File: config.mk
export PLATFORM = sky130hd
export DESIGN_NAME = mem_bus_arbiter
export DESIGN_NICKNAME = d
export VERILOG_FILES = /design/src/rtl/mem_bus_arbiter_pkg.sv /design/src/rtl/mem_bus_arbiter_wait_counter.sv /design/src/rtl/mem_bus_arbiter.sv
export SDC_FILE = /design/constraint.sdc
export NUM_CORES = 1
export LEC_CHECK = 0
export ABC_AREA = 1
export CAP_MARGIN = 20
export CORE_ASPECT_RATIO = 1.5
export CORE_MARGIN = 2
export CORE_UTILIZATION = 40
export DETAILED_ROUTE_END_ITERATION = 12
export PLACE_DENSITY = 0.79
export SLEW_MARGIN = 10
export SYNTH_ARGS = -nofsm -noshare
export SYNTH_HDL_FRONTEND = slang
export SYNTH_SLANG_ARGS = --single-unit
export TNS_END_PERCENT = 20
File: constraint.sdc
create_clock -name clk -period 1.8 [get_ports clk]
set_input_delay 0.45 -clock clk [delete_from_list [all_inputs] [get_ports clk]]
set_output_delay 0.45 -clock clk [all_outputs]
set_load 0.02 [all_outputs]
File: src/rtl/mem_bus_arbiter_pkg.sv
// Shared definitions for the data-memory port arbiter: FSM state codes, grant owners,
// byte-enable codes and the grant selection helper.
package mem_bus_arbiter_pkg;

    typedef enum logic [1:0] {
        ARB_IDLE   = 2'd0,
        ARB_ACCESS = 2'd1,
        ARB_DONE   = 2'd2
    } arb_state_e;

    typedef enum logic {
        ARB_GNT_M = 1'b0,
        ARB_GNT_D = 1'b1
    } arb_gnt_e;

    localparam logic [3:0] BE_NONE  = 4'b0000;
    localparam logic [3:0] BE_BYTE0 = 4'b0001;
    localparam logic [3:0] BE_BYTE1 = 4'b0010;
    localparam logic [3:0] BE_BYTE2 = 4'b0100;
    localparam logic [3:0] BE_BYTE3 = 4'b1000;
    localparam logic [3:0] BE_HALF0 = 4'b0011;
    localparam logic [3:0] BE_HALF1 = 4'b1100;
    localparam logic [3:0] BE_WORD  = 4'b1111;

    // Winner for the current IDLE cycle; on a tie with rr_en set the port that did
    // not win last time gets the grant, otherwise M has priority.
    function automatic arb_gnt_e arb_pick(input logic m_req, input logic d_req,
                                          input arb_gnt_e last_gnt, input logic rr_en);
        arb_gnt_e win;
        win = ARB_GNT_M;
        if (m_req && d_req) begin
            if (rr_en && (last_gnt == ARB_GNT_M)) win = ARB_GNT_D;
        end else if (d_req) begin
            win = ARB_GNT_D;
        end
        return win;
    endfunction

endpackage

File: src/rtl/mem_bus_arbiter_wait_counter.sv
// Access wait counter: loads WAIT_CYCLES when an access starts, counts down to zero.
// full marks the first ACCESS cycle, zero marks the last one.
module mem_bus_arbiter_wait_counter #(
    parameter int WAIT_CYCLES = 2
) (
    input  logic clk,
    input  logic rst_n,
    input  logic load,
    input  logic dec,
    output logic zero,
    output logic full
);

    localparam int CW = (WAIT_CYCLES < 1) ? 1 : $clog2(WAIT_CYCLES + 1);
    localparam logic [CW-1:0] LOAD_VAL = CW'(WAIT_CYCLES);

    logic [CW-1:0] cnt_q;

    always_ff @(posedge clk or negedge rst_n) begin
        if (!rst_n) begin
            cnt_q <= '0;
        end else if (load) begin
            cnt_q <= LOAD_VAL;
        end else if (dec && (cnt_q != '0)) begin
            cnt_q <= cnt_q - CW'(1);
        end
    end

    assign zero = (cnt_q == '0);
    assign full = (cnt_q == LOAD_VAL);

endmodule

File: src/rtl/mem_bus_arbiter.sv
// Two-master (CPU M-stage / secondary D) arbiter for the single data-memory port.
// Build option: ARB_ROUND_ROBIN_EN selects alternating grants on a tie instead of M>D.
module mem_bus_arbiter
    import mem_bus_arbiter_pkg::*;
#(
    parameter int WAIT_CYCLES = 2,
    parameter int AW          = 32,
    parameter int DW          = 32
) (
    input  logic            clk,
    input  logic            rst_n,
    input  logic            m_req,
    input  logic            m_we,
    input  logic [AW-1:0]   m_addr,
    input  logic [DW-1:0]   m_wdata,
    input  logic [DW/8-1:0] m_be,
    output logic [DW-1:0]   m_rdata,
    output logic            m_done,
    output logic            m_stall,
    input  logic            d_req,
    input  logic            d_we,
    input  logic [AW-1:0]   d_addr,
    input  logic [DW-1:0]   d_wdata,
    input  logic [DW/8-1:0] d_be,
    output logic [DW-1:0]   d_rdata,
    output logic            d_done,
    output logic            mem_en,
    output logic            mem_we,
    output logic [AW-1:0]   mem_addr,
    output logic [DW-1:0]   mem_wdata,
    output logic [DW/8-1:0] mem_be,
    input  logic [DW-1:0]   mem_rdata,
    output arb_state_e      dbg_state
);

    arb_state_e      state_q, state_d;
    arb_gnt_e        gnt_q, win;
    logic            we_q;
    logic [AW-1:0]   addr_q;
    logic [DW-1:0]   wdata_q;
    logic [DW/8-1:0] be_q;
    logic [DW-1:0]   m_rdata_q, d_rdata_q;
    logic            start, capture;
    logic            cnt_zero, cnt_full;

`ifdef ARB_ROUND_ROBIN_EN
    arb_gnt_e last_gnt_q;

    always_ff @(posedge clk or negedge rst_n) begin
        if (!rst_n) begin
            last_gnt_q <= ARB_GNT_D;
        end else if (start) begin
            last_gnt_q <= win;
        end
    end

    assign win = arb_pick(m_req, d_req, last_gnt_q, 1'b1);
`else
    assign win = arb_pick(m_req, d_req, ARB_GNT_D, 1'b0);
`endif

    always_comb begin
        state_d = state_q;
        start   = 1'b0;
        capture = 1'b0;
        case (state_q)
            ARB_IDLE: begin
                if (m_req || d_req) begin
                    start   = 1'b1;
                    state_d = ARB_ACCESS;
                end
            end
            ARB_ACCESS: begin
                if (cnt_zero) begin
                    capture = 1'b1;
                    state_d = ARB_DONE;
                end
            end
            // No arbitration here: every transaction ends with a one-cycle bubble.
            ARB_DONE: state_d = ARB_IDLE;
            default:  state_d = ARB_IDLE;
        endcase
    end

    always_ff @(posedge clk or negedge rst_n) begin
        if (!rst_n) begin
            state_q   <= ARB_IDLE;
            gnt_q     <= ARB_GNT_M;
            we_q      <= 1'b0;
            addr_q    <= '0;
            wdata_q   <= '0;
            be_q      <= '0;
            m_rdata_q <= '0;
            d_rdata_q <= '0;
        end else begin
            state_q <= state_d;
            if (start) begin
                gnt_q   <= win;
                we_q    <= (win == ARB_GNT_D) ? d_we    : m_we;
                addr_q  <= (win == ARB_GNT_D) ? d_addr  : m_addr;
                wdata_q <= (win == ARB_GNT_D) ? d_wdata : m_wdata;
                be_q    <= (win == ARB_GNT_D) ? d_be    : m_be;
            end
            if (capture && !we_q) begin
                if (gnt_q == ARB_GNT_M) m_rdata_q <= mem_rdata;
                else                    d_rdata_q <= mem_rdata;
            end
        end
    end

    mem_bus_arbiter_wait_counter #(
        .WAIT_CYCLES (WAIT_CYCLES)
    ) u_wait_counter (
        .clk   (clk),
        .rst_n (rst_n),
        .load  (start),
        .dec   (state_q == ARB_ACCESS),
        .zero  (cnt_zero),
        .full  (cnt_full)
    );

    // The counter still holds its load value only in the first ACCESS cycle.
    assign mem_en    = (state_q == ARB_ACCESS);
    assign mem_we    = mem_en && we_q && cnt_full;
    assign mem_addr  = addr_q;
    assign mem_wdata = wdata_q;
    assign mem_be    = be_q;

    assign m_done    = (state_q == ARB_DONE) && (gnt_q == ARB_GNT_M);
    assign d_done    = (state_q == ARB_DONE) && (gnt_q == ARB_GNT_D);
    assign m_stall   = m_req && !m_done;
    assign m_rdata   = m_rdata_q;
    assign d_rdata   = d_rdata_q;
    assign dbg_state = state_q;

endmodule

Word level (Yosys, flattened, before mapping)
Index checks and enable logic that the tools add are counted.
{"block": "word_totals", "input_bits": 174, "wordCells": 49, "out_inout_bits": 139, "reg_bits": 138}
{"block": "classes", "bitwise_logic": 1, "addsub": 1, "muxes": 15, "n_eq_ne": 5, "reduce_logical": 18}
{"op": "2-to-1 mux 32 bit", "count": 2}
{"op": "logical AND 1 bit", "count": 8}
{"op": "2-to-1 mux 2 bit", "count": 4}
{"op": "2-to-1 mux 1 bit", "count": 7}
{"op": "AND reduction 2 bit", "count": 3}
{"op": "== test 2 bit, second input constant", "count": 2}
{"op": "zero test 2 bit", "count": 2}
{"op": "2-to-1 mux 4 bit", "count": 1}
{"op": "case mux 2 bit (2 select lines)", "count": 1}
{"op": "nonzero test 2 bit", "count": 2}
{"op": "== test 2 x 1 -> 1 bit, second input constant", "count": 1}
{"op": "zero test 1 bit", "count": 2}
{"op": "!= test 2 x 1 -> 1 bit, second input constant", "count": 1}
{"op": "!= test 2 bit, second input constant", "count": 1}
{"op": "subtractor 2 x 1 -> 2 bit, second input constant", "count": 1}
{"op": "logical OR 1 bit", "count": 1}
{"op": "inverter 1 bit", "count": 1}

Depth between registers and ports, before layout
Gate-level depths: netlist of the first run.
{"block": "depth", "word_depth": 5, "mapped_depth": 8, "mapped_depth_nobuf": 6}

Cells and area by module
A second synthesis of the first run with hierarchy kept.
{"block": "hier_totals", "cells_unflattened": 838, "area_unflattened_um2": 6361.1}
{"mod": "mem_bus_arbiter", "seq_area_each_um2": 3403.3, "cells_each": 821, "area_each_um2": 6232.2, "n_inst": 1}
{"mod": "mem_bus_arbiter_wait_counter", "seq_area_each_um2": 50.0, "cells_each": 17, "area_each_um2": 128.9, "n_inst": 1}

Least setup slack after synthesis of the first run
OpenSTA, ideal clock, no wires.
{"block": "synth_timing", "path_type": "register to output", "from": "reg gnt_q", "to": "out d_done", "stages_incl_launch_ff": 5, "t_required_ns": 1.350, "t_arrival_ns": 1.060, "path_buffers": 2, "path_slack_ns": 0.290, "path_cell_list": "dfrtp_1 buf_2 inv_2 clkbuf_1 nor2_1"}
{"block": "synth_between", "elab_chain_cells": 1}
{"element": "from (decl)", "line_no": "mem_bus_arbiter.sv:37", "source": "arb_gnt_e gnt_q, win;"}
{"element": "from (signal assigned)", "line_no": "mem_bus_arbiter.sv:98", "source": "gnt_q <= win;"}
{"element": "logical AND 1 bit", "line_no": "mem_bus_arbiter.sv:130", "source": "assign d_done = (state_q == ARB_DONE) && (gnt_q == ARB_GNT_D);"}
{"element": "to (decl)", "line_no": "mem_bus_arbiter.sv:26", "source": "output logic d_done,"}
No other way between the ends.

Worst setup path after layout of the first run
{"block": "layout_timing", "from": "reg u_wait_counter.cnt_q[0]", "to": "out mem_we"}
{"block": "layout_between", "elab_chain_cells": 2}
{"element": "from (decl)", "line_no": "mem_bus_arbiter_wait_counter.sv:17", "source": "logic [CW-1:0] cnt_q;"}
{"element": "from (signal assigned)", "line_no": "mem_bus_arbiter_wait_counter.sv:25", "source": "cnt_q <= cnt_q - CW'(1);"}
{"element": "== test 2 bit", "line_no": "mem_bus_arbiter_wait_counter.sv:30", "source": "assign full = (cnt_q == LOAD_VAL);"}
{"element": "logical AND 1 bit", "line_no": "mem_bus_arbiter.sv:124", "source": "assign mem_we = mem_en && we_q && cnt_full;"}
{"element": "to (decl)", "line_no": "mem_bus_arbiter.sv:28", "source": "output logic mem_we,"}
No other way between the ends.

==> metrics.md, run 1 <==
| Metric | Value |
|---|---|
| Met1 WL | `between 7000 and 8000 um` |
| Final setup violation count | `0` |
| Clock Latency Late Sink | `0.41 ns` |
| Vias per cell | `roughly 4.9` |
| Post-synth cell types | `20` |
| # diodes | `0` |
| Cell area after synthesis | `6460 um2` |
| Fmax achieved | `just under 0.6 GHz` |
| Routed wire per std cell | `14.9 um` |
| PwrDens | `approximately 1700 nW/um2` |
| Worst relative slew slack | `0.725` |
| Mean Syn Cell Area | `7.70 um2` |
| CP endpoint kind | `primary output` |
| Reg-to-Reg End | `m_rdata[28]$_DFFE_PN0P_` |
| CP max-delay cell | `dfrtp_1` |
| Most frequent cells in the layout | `nand2_1 (478), clkdlybuf4s50_1 (171), dfrtp_1 (138), nand3_1 (136), dlygate4sd2_1 (133)` |
| Pin count of the biggest net entering global routing | `56` |
| Die Wd | `around 110 um` |
| Cts bufs inserted | `17` |
| Crit Path Class | `flop to primary output` |
| Cell count of the worst reg-to-reg path | `8` |
| Num rows | `56` |
| First-pass GRT wire length | `~33000 um` |
| Leak | `0.00552 uW` |
| Launch point of the critical path | `u_wait_counter.cnt_q[0]$_DFFE_PN0P_` |
| Antenna violations before repair | `0` |
| Vias in the first global route | `roughly 6500` |
| Worst hold slack | `approximately 0.46 ns` |
| Cell breakdown of the critical path | `inv_2 -> ha_1 -> nand2_1 -> nor2_1 -> buf_4` |
| Outcome | `finished clean` |
| Syn Inst Count | `between 800 and 900` |
| Max stage delay on crit path | `between 0.3 and 0.4 ns` |
| Maxcap violations | `0` |
| Nets | `between 1000 and 1500` |
| Required @ worst endpoint | `about 1.4 ns` |
| Routed WL | `~20000 um` |
| GP Congestion | `roughly 0.83` |
| Area Growth Syn to Fin | `59.0%` |
| I/O Buffers | `around 310` |
| Post-CTS Setup Repair Bufs | `0` |
| Initial DRC count | `between 300 and 400` |
| RSZ-0062 raised after global routing | `true` |
| Top Metal Used | `met4` |
| 1st-pass router iterations | `4` |
| Vert. Die Dim | `160 um` |
| Grt total ovfl | `0` |
| Hold/Removal Path Class | `flop to flop` |
| Root buf cell | `clkbuf_16` |
| GRT Overall Usage | `0.243` |
| DIE AREA | `between 15000 and 20000 um2` |
| Reg clk slew, reported paths | `roughly 0.06 ns` |
| Worst vdd ir | `roughly 1000 uV` |
| Detailed Place HPWL | `14600 um` |
| Slew @ Worst Pin | `~0.4 ns` |
| Vias | `6584` |
| Fin Setup TNS | `0 ns` |
| Worst hold start | `d_rdata[26]$_DFFE_PN0P_` |
| Critical path arrival | `roughly 1.3 ns` |
| ANT nets after route | `0` |
| Final hold viol count | `0` |
| Initial Util | `0.411` |
| Core area | `approximately 16000 um2` |
| Util after Layout | `0.654` |
| Max-slew violations | `0` |
| Worst Skew | `between 0.009 and 0.01 ns` |
| Worst R2R Start | `u_wait_counter.cnt_q[0]$_DFFE_PN0P_` |
| Net Count, Synth | `1014` |
| Worst Hold Path EP | `d_rdata[26]$_DFFE_PN0P_` |
| # clock sinks | `roughly 140` |
| DR WL met3 | `between 1500 and 2000 um` |
| #FFs+latches synth | `138` |
| CTS tree | `built` |
| Final worst path period share | `0.956` |
| Synth warn | `0` |
| # H-tree levels | `4` |
| Hold path depth | `2` |
| Top Ports | `approximately 310` |
| Share of layout cells above drive strength 1 | `0.0685` |
| Crit path max fanout | `2` |
| Worst reg-to-reg setup slack | `0.15 ns` |
| Routed met2 length | `10400 um` |
| Sequential-to-total area share from yosys stat | `0.535` |
| Commonest non-fill, non-tap cell in the layout | `nand2_1` |
| Fin crit period | `1.72 ns` |
| Crit start category | `flop` |
| DR DRC count | `0` |
| CTS max path bufs | `2` |
-- layer usage --
layer,up-vias,track usage
li1,3242,-
met4,0,0.0921
met3,32,0.0659
met1,3025,0.283
met2,285,0.420
met5,-,0
-- cell families (layout without fill, tap and decap cells) --
family	after synthesis	after routing	share of synthesized area
buffers and inverters	68	384	0.0597
flip-flops	138	138	0.535
AO/OA/AOI/OAI	4	4	0.00349
AND/OR/NAND/NOR	626	626	0.398
adder cells (fa/ha/maj)	2	2	0.00388
-- registers in the layout (all words and copies together), names as in the netlist --
| name | count |
|---|---|
| d_rdata | 32 |
| dbg_state | 2 |
| gnt_q | 1 |
| m_rdata | 32 |
| mem_addr | 32 |
| mem_be | 4 |
| mem_wdata | 32 |
| u_wait_counter.cnt_q | 2 |
| we_q | 1 |
-- power breakdown --
group	switching [uW]	internal, uW	leakage, uW	total (uW)
clock network	1370	2050	0.000277	3420
logic	5110	3050	0.00356	8160
registers	790	4640	0.00169	5430
-- worst max-delay path by stage --
stage               endpoint  cells after the start
floorplan             d_done                      4
global placement     m_stall                      4
detailed placement   m_stall                      4
CTS                   mem_we                      5
global route          mem_we                      5
finish                mem_we                      5
-- cell type report --
cell class,count,area [um2]
inverter,12,45.0
timing repair buffer,341,3310
clock buffer,18,429
tap,203,254
multi-input combinational,632,2630
sequential,138,3450
clock inverter,13,146
fill,1397,5430
-- repair_timing --
action / 4_1_cts / 5_1_grt
gates resized for setup: 154 / 7
hold buffers: 1 / 0
endpoints found under the setup margin: 139 / 7
hold endpoints to repair: 35 / 0
pin swaps: 0 / 1
-- worst max-delay path, delay by kind of cell (launching register included) --
kind,cells,cell delay [ns]
flip-flops,1,0.39
buffers and inverters,2,0.22
adder cells (fa/ha/maj),1,0.13
AND/OR/NAND/NOR,2,0.13
-- through the flow --
step                cells  worst slack, ns  area (um2)  power [uW]
finish               1357           0.0795       10300       17000
global route         1357          -0.0249       10300       18200
CTS                  1357         -0.00595       10300       17200
detailed placement   1325           -0.315        9870       14800
global placement     1325           -0.316        9870       14600
floorplan             838            0.290        6460       10200
-- synthesized netlist by cell type --
cell type,instances,area share
buf_6,13,0.023
nand2_2,1,0.00097
nor2_1,5,0.0029
buf_1,1,0.00058
nor2_4,1,0.0017
inv_2,3,0.0017
nand4_2,2,0.0039
nor2_8,1,0.0031
nand2_1,479,0.28
o21ai_1,1,0.00077
o21ai_0,2,0.0016
buf_4,4,0.0047
nand3_1,136,0.11
buf_2,14,0.011
clkbuf_1,24,0.014
inv_1,9,0.0052
a22oi_1,1,0.0012
ha_1,2,0.0039
nand3_2,1,0.0016
dfrtp_1,138,0.53
Power figures use the tool's default switching activity.
==> run 2: changes to the inputs <==
CAP_MARGIN = default   (was 20)
==> results of run 2 <==
The final DEF is identical to that of run 1; final timing and power are the same.
==> run 3: changes to the inputs <==
CORE_UTILIZATION = 25   (was 40)
CTS_CLUSTER_SIZE = 30   (was default)
PLACE_DENSITY = default   (was 0.79)
==> run 3 against run 2 <==
Net effect:
- first-iteration DRC count is 36% lower
- flip-flop and latch count stayed put
- highest routed layer unchanged
- global-route usage is 7.8 points lower
- clock power is 1% lower
- fmax is 0.92% lower
- critical endpoint unchanged
- setup slack worse by 0.016 ns
- count of clock-buffer cells in the layout is 5 higher
- final cell count is 9.6% higher
- sequential share of layout area is 0.45 points lower
- power is 0.37% higher
==> metrics.md, run 3 (synthesis results as in run 1) <==
| Metric | Value |
|---|---|
| Final hold viol count | `0 (unchanged)` |
| Fmax achieved | `0.576 GHz (-0.92%)` |
| Worst relative slew slack | `0.712 (-0.0130)` |
| GRT Overall Usage | `0.165 (-0.0778)` |
| # clock sinks | `138 (unchanged)` |
| Most frequent cells in the layout | `nand2_1 (478), clkdlybuf4s50_1 (171), dfrtp_1 (137), nand3_1 (136), dlygate4sd2_1 (133)` |
| Pin count of the biggest net entering global routing | `74 (+32%)` |
| Initial DRC count | `248 (-36%)` |
| Util after Layout | `0.407 (-0.247)` |
| Crit path max fanout | `2 (unchanged)` |
| Routed WL | `21900 um (+8.3%)` |
| PwrDens | `1640 nW/um2 (-1.0%)` |
| First-pass GRT wire length | `35000 um (+5.6%)` |
| Maxcap violations | `0 (unchanged)` |
| DIE AREA | `27200 um2 (+58%)` |
| Crit Path Class | `flop to primary output` |
| Antenna violations before repair | `0 (unchanged)` |
| Outcome | `finished clean` |
| Final setup violation count | `0 (unchanged)` |
| Top Ports | `313 (unchanged)` |
| Slew @ Worst Pin | `0.431 ns (+0.0195 ns)` |
| Clock Latency Late Sink | `0.42 ns (about the same)` |
| Nets | `1318 (unchanged)` |
| Die Wd | `135 um (+26%)` |
| Worst reg-to-reg setup slack | `0.18 ns (+0.03 ns)` |
| Crit start category | `flop` |
| Vias | `6432 (-2.3%)` |
| Hold-fix buffers at CTS | `0 (-1)` |
| Detailed Place HPWL | `15700 um (+7.6%)` |
| Num rows | `72 (+29%)` |
| Core area | `25600 um2 (+63%)` |
| Initial Util | `0.252 (-0.159)` |
| I/O Buffers | `312 (unchanged)` |
| 1st-pass router iterations | `4 (unchanged)` |
| Root buf cell | `clkbuf_16` |
| Share of layout cells above drive strength 1 | `0.0659 (-0.00260)` |
| CTS max path bufs | `2 (unchanged)` |
| # H-tree levels | `4 (unchanged)` |
| Pwr Total | `17100 uW (+0.37%)` |
| Vert. Die Dim | `201 um (+26%)` |
| Grt total ovfl | `0 (unchanged)` |
| Routed wire per std cell | `14.7 um (-1.1%)` |
| Max-slew violations | `0 (unchanged)` |
| Area Growth Syn to Fin | `61.2%` |
| GP Congestion | `0.785 (-5.7%)` |
| Required @ worst endpoint | `1.35 ns (about the same)` |
| Vias per cell | `4.33 (-11%)` |
| DR DRC count | `0 (unchanged)` |
| CTS tree | `built` |
| Reg-to-Reg End | `m_rdata[21]$_DFFE_PN0P_` |
| Cts bufs inserted | `17 (unchanged)` |
| Fin crit period | `1.74 ns (+0.0160 ns)` |
| RSZ-0062 raised after global routing | `true` |
| Critical path arrival | `1.29 ns (+0.02 ns)` |
| Final worst path period share | `0.965 (+0.00890)` |
| Worst vdd ir | `980 uV (-5.1%)` |
| Reg clk slew, reported paths | `0.06 ns (about the same)` |
| CP endpoint kind | `primary output` |
| Cell count of the worst reg-to-reg path | `8 (unchanged)` |
| Commonest non-fill, non-tap cell in the layout | `nand2_1` |
| Hold/Removal Path Class | `input port to async pin` |
| Worst R2R Start | `u_wait_counter.cnt_q[0]$_DFFE_PN0P_` |
| # diodes | `0 (unchanged)` |
| Launch point of the critical path | `u_wait_counter.cnt_q[0]$_DFFE_PN0P_` |
| Vias in the first global route | `6384 (-1.8%)` |
| ANT nets after route | `0 (unchanged)` |
| Leak | `0.00552 uW (-0.12%)` |
| Worst Skew | `0.00836 ns (-0.000932 ns)` |
[run 3: cell types whose count changed in the layout (fill, tap and decap cells not counted), sizes merged]
cell	previous run	this run
inv	15	12
clkinvlp	2	1
dlygate4sd3	1	0
clkbuf	19	24
clkinv	6	5
buf	35	36
[run 3: where the power goes]
| group | switching (uW) | internal [uW] | total (uW) |
|---|---|---|---|
| logic | 5160 | 3090 | 8250 |
| registers | 795 | 4650 | 5440 |
| clock network | 1320 | 2060 | 3380 |
| total | 7280 | 9800 | 17100 |
[run 3: worst max-delay path by stage]
stage               slack [ns]  cells after the start  endpoint
detailed placement       -0.31                      4   m_stall
global placement         -0.33                      4   m_stall
global route             -0.05                      5    mem_we
CTS                      -0.02                      5    mem_we
finish                    0.06                      5    mem_we
floorplan                 0.29                      4    d_done
[run 3: layout make-up]
type | instances | area [um2]
inverters | 12 | 45.0
clock buffers | 23 | 458
clock inverters | 8 | 96.3
multi-input cells | 632 | 2630
fillers | 2711 | 15200
repair buffers | 341 | 3310
well taps | 333 | 417
flip-flops and latches | 138 | 3450
[run 3: timing repair]
item                       4_1_cts  5_1_grt
setup endpoints to repair      139        6
buffers inserted                 0        0
gates resized for setup        155        7
pin swaps                        0        1
[run 3: through the flow]
| step | instance area [um2] | cells | setup TNS (ns) | hold WS, ns | setup WS (ns) |
|---|---|---|---|---|---|
| CTS | 10400 | 1487 | -0.0200 | 0.00788 | -0.0200 |
| global placement | 10000 | 1456 | -2.05 | 0.454 | -0.335 |
| global route | 10400 | 1487 | -0.0582 | 0.0349 | -0.0541 |
| finish | 10400 | 1487 | 0 | 0.00828 | 0.0634 |
| detailed placement | 10000 | 1456 | -2.99 | 0.457 | -0.311 |
| floorplan | 6460 | 838 | 0 | 0.154 | 0.290 |
[run 3: per-layer routing]
metal  up-vias  GRT usage  wire, um
li1       3229          -         -
met1      2916      0.191      8740
met2       248      0.280     10900
met3        39     0.0540      1690
met4         0     0.0632       613
met5         -          0         0
[run 3: worst max-delay path, stage by stage (launching register included)]
cell	delay, ns
dfrtp_1	0.37
inv_1	0.08
ha_1	0.14
nand2_1	0.04
nor2_1	0.08
buf_4	0.15
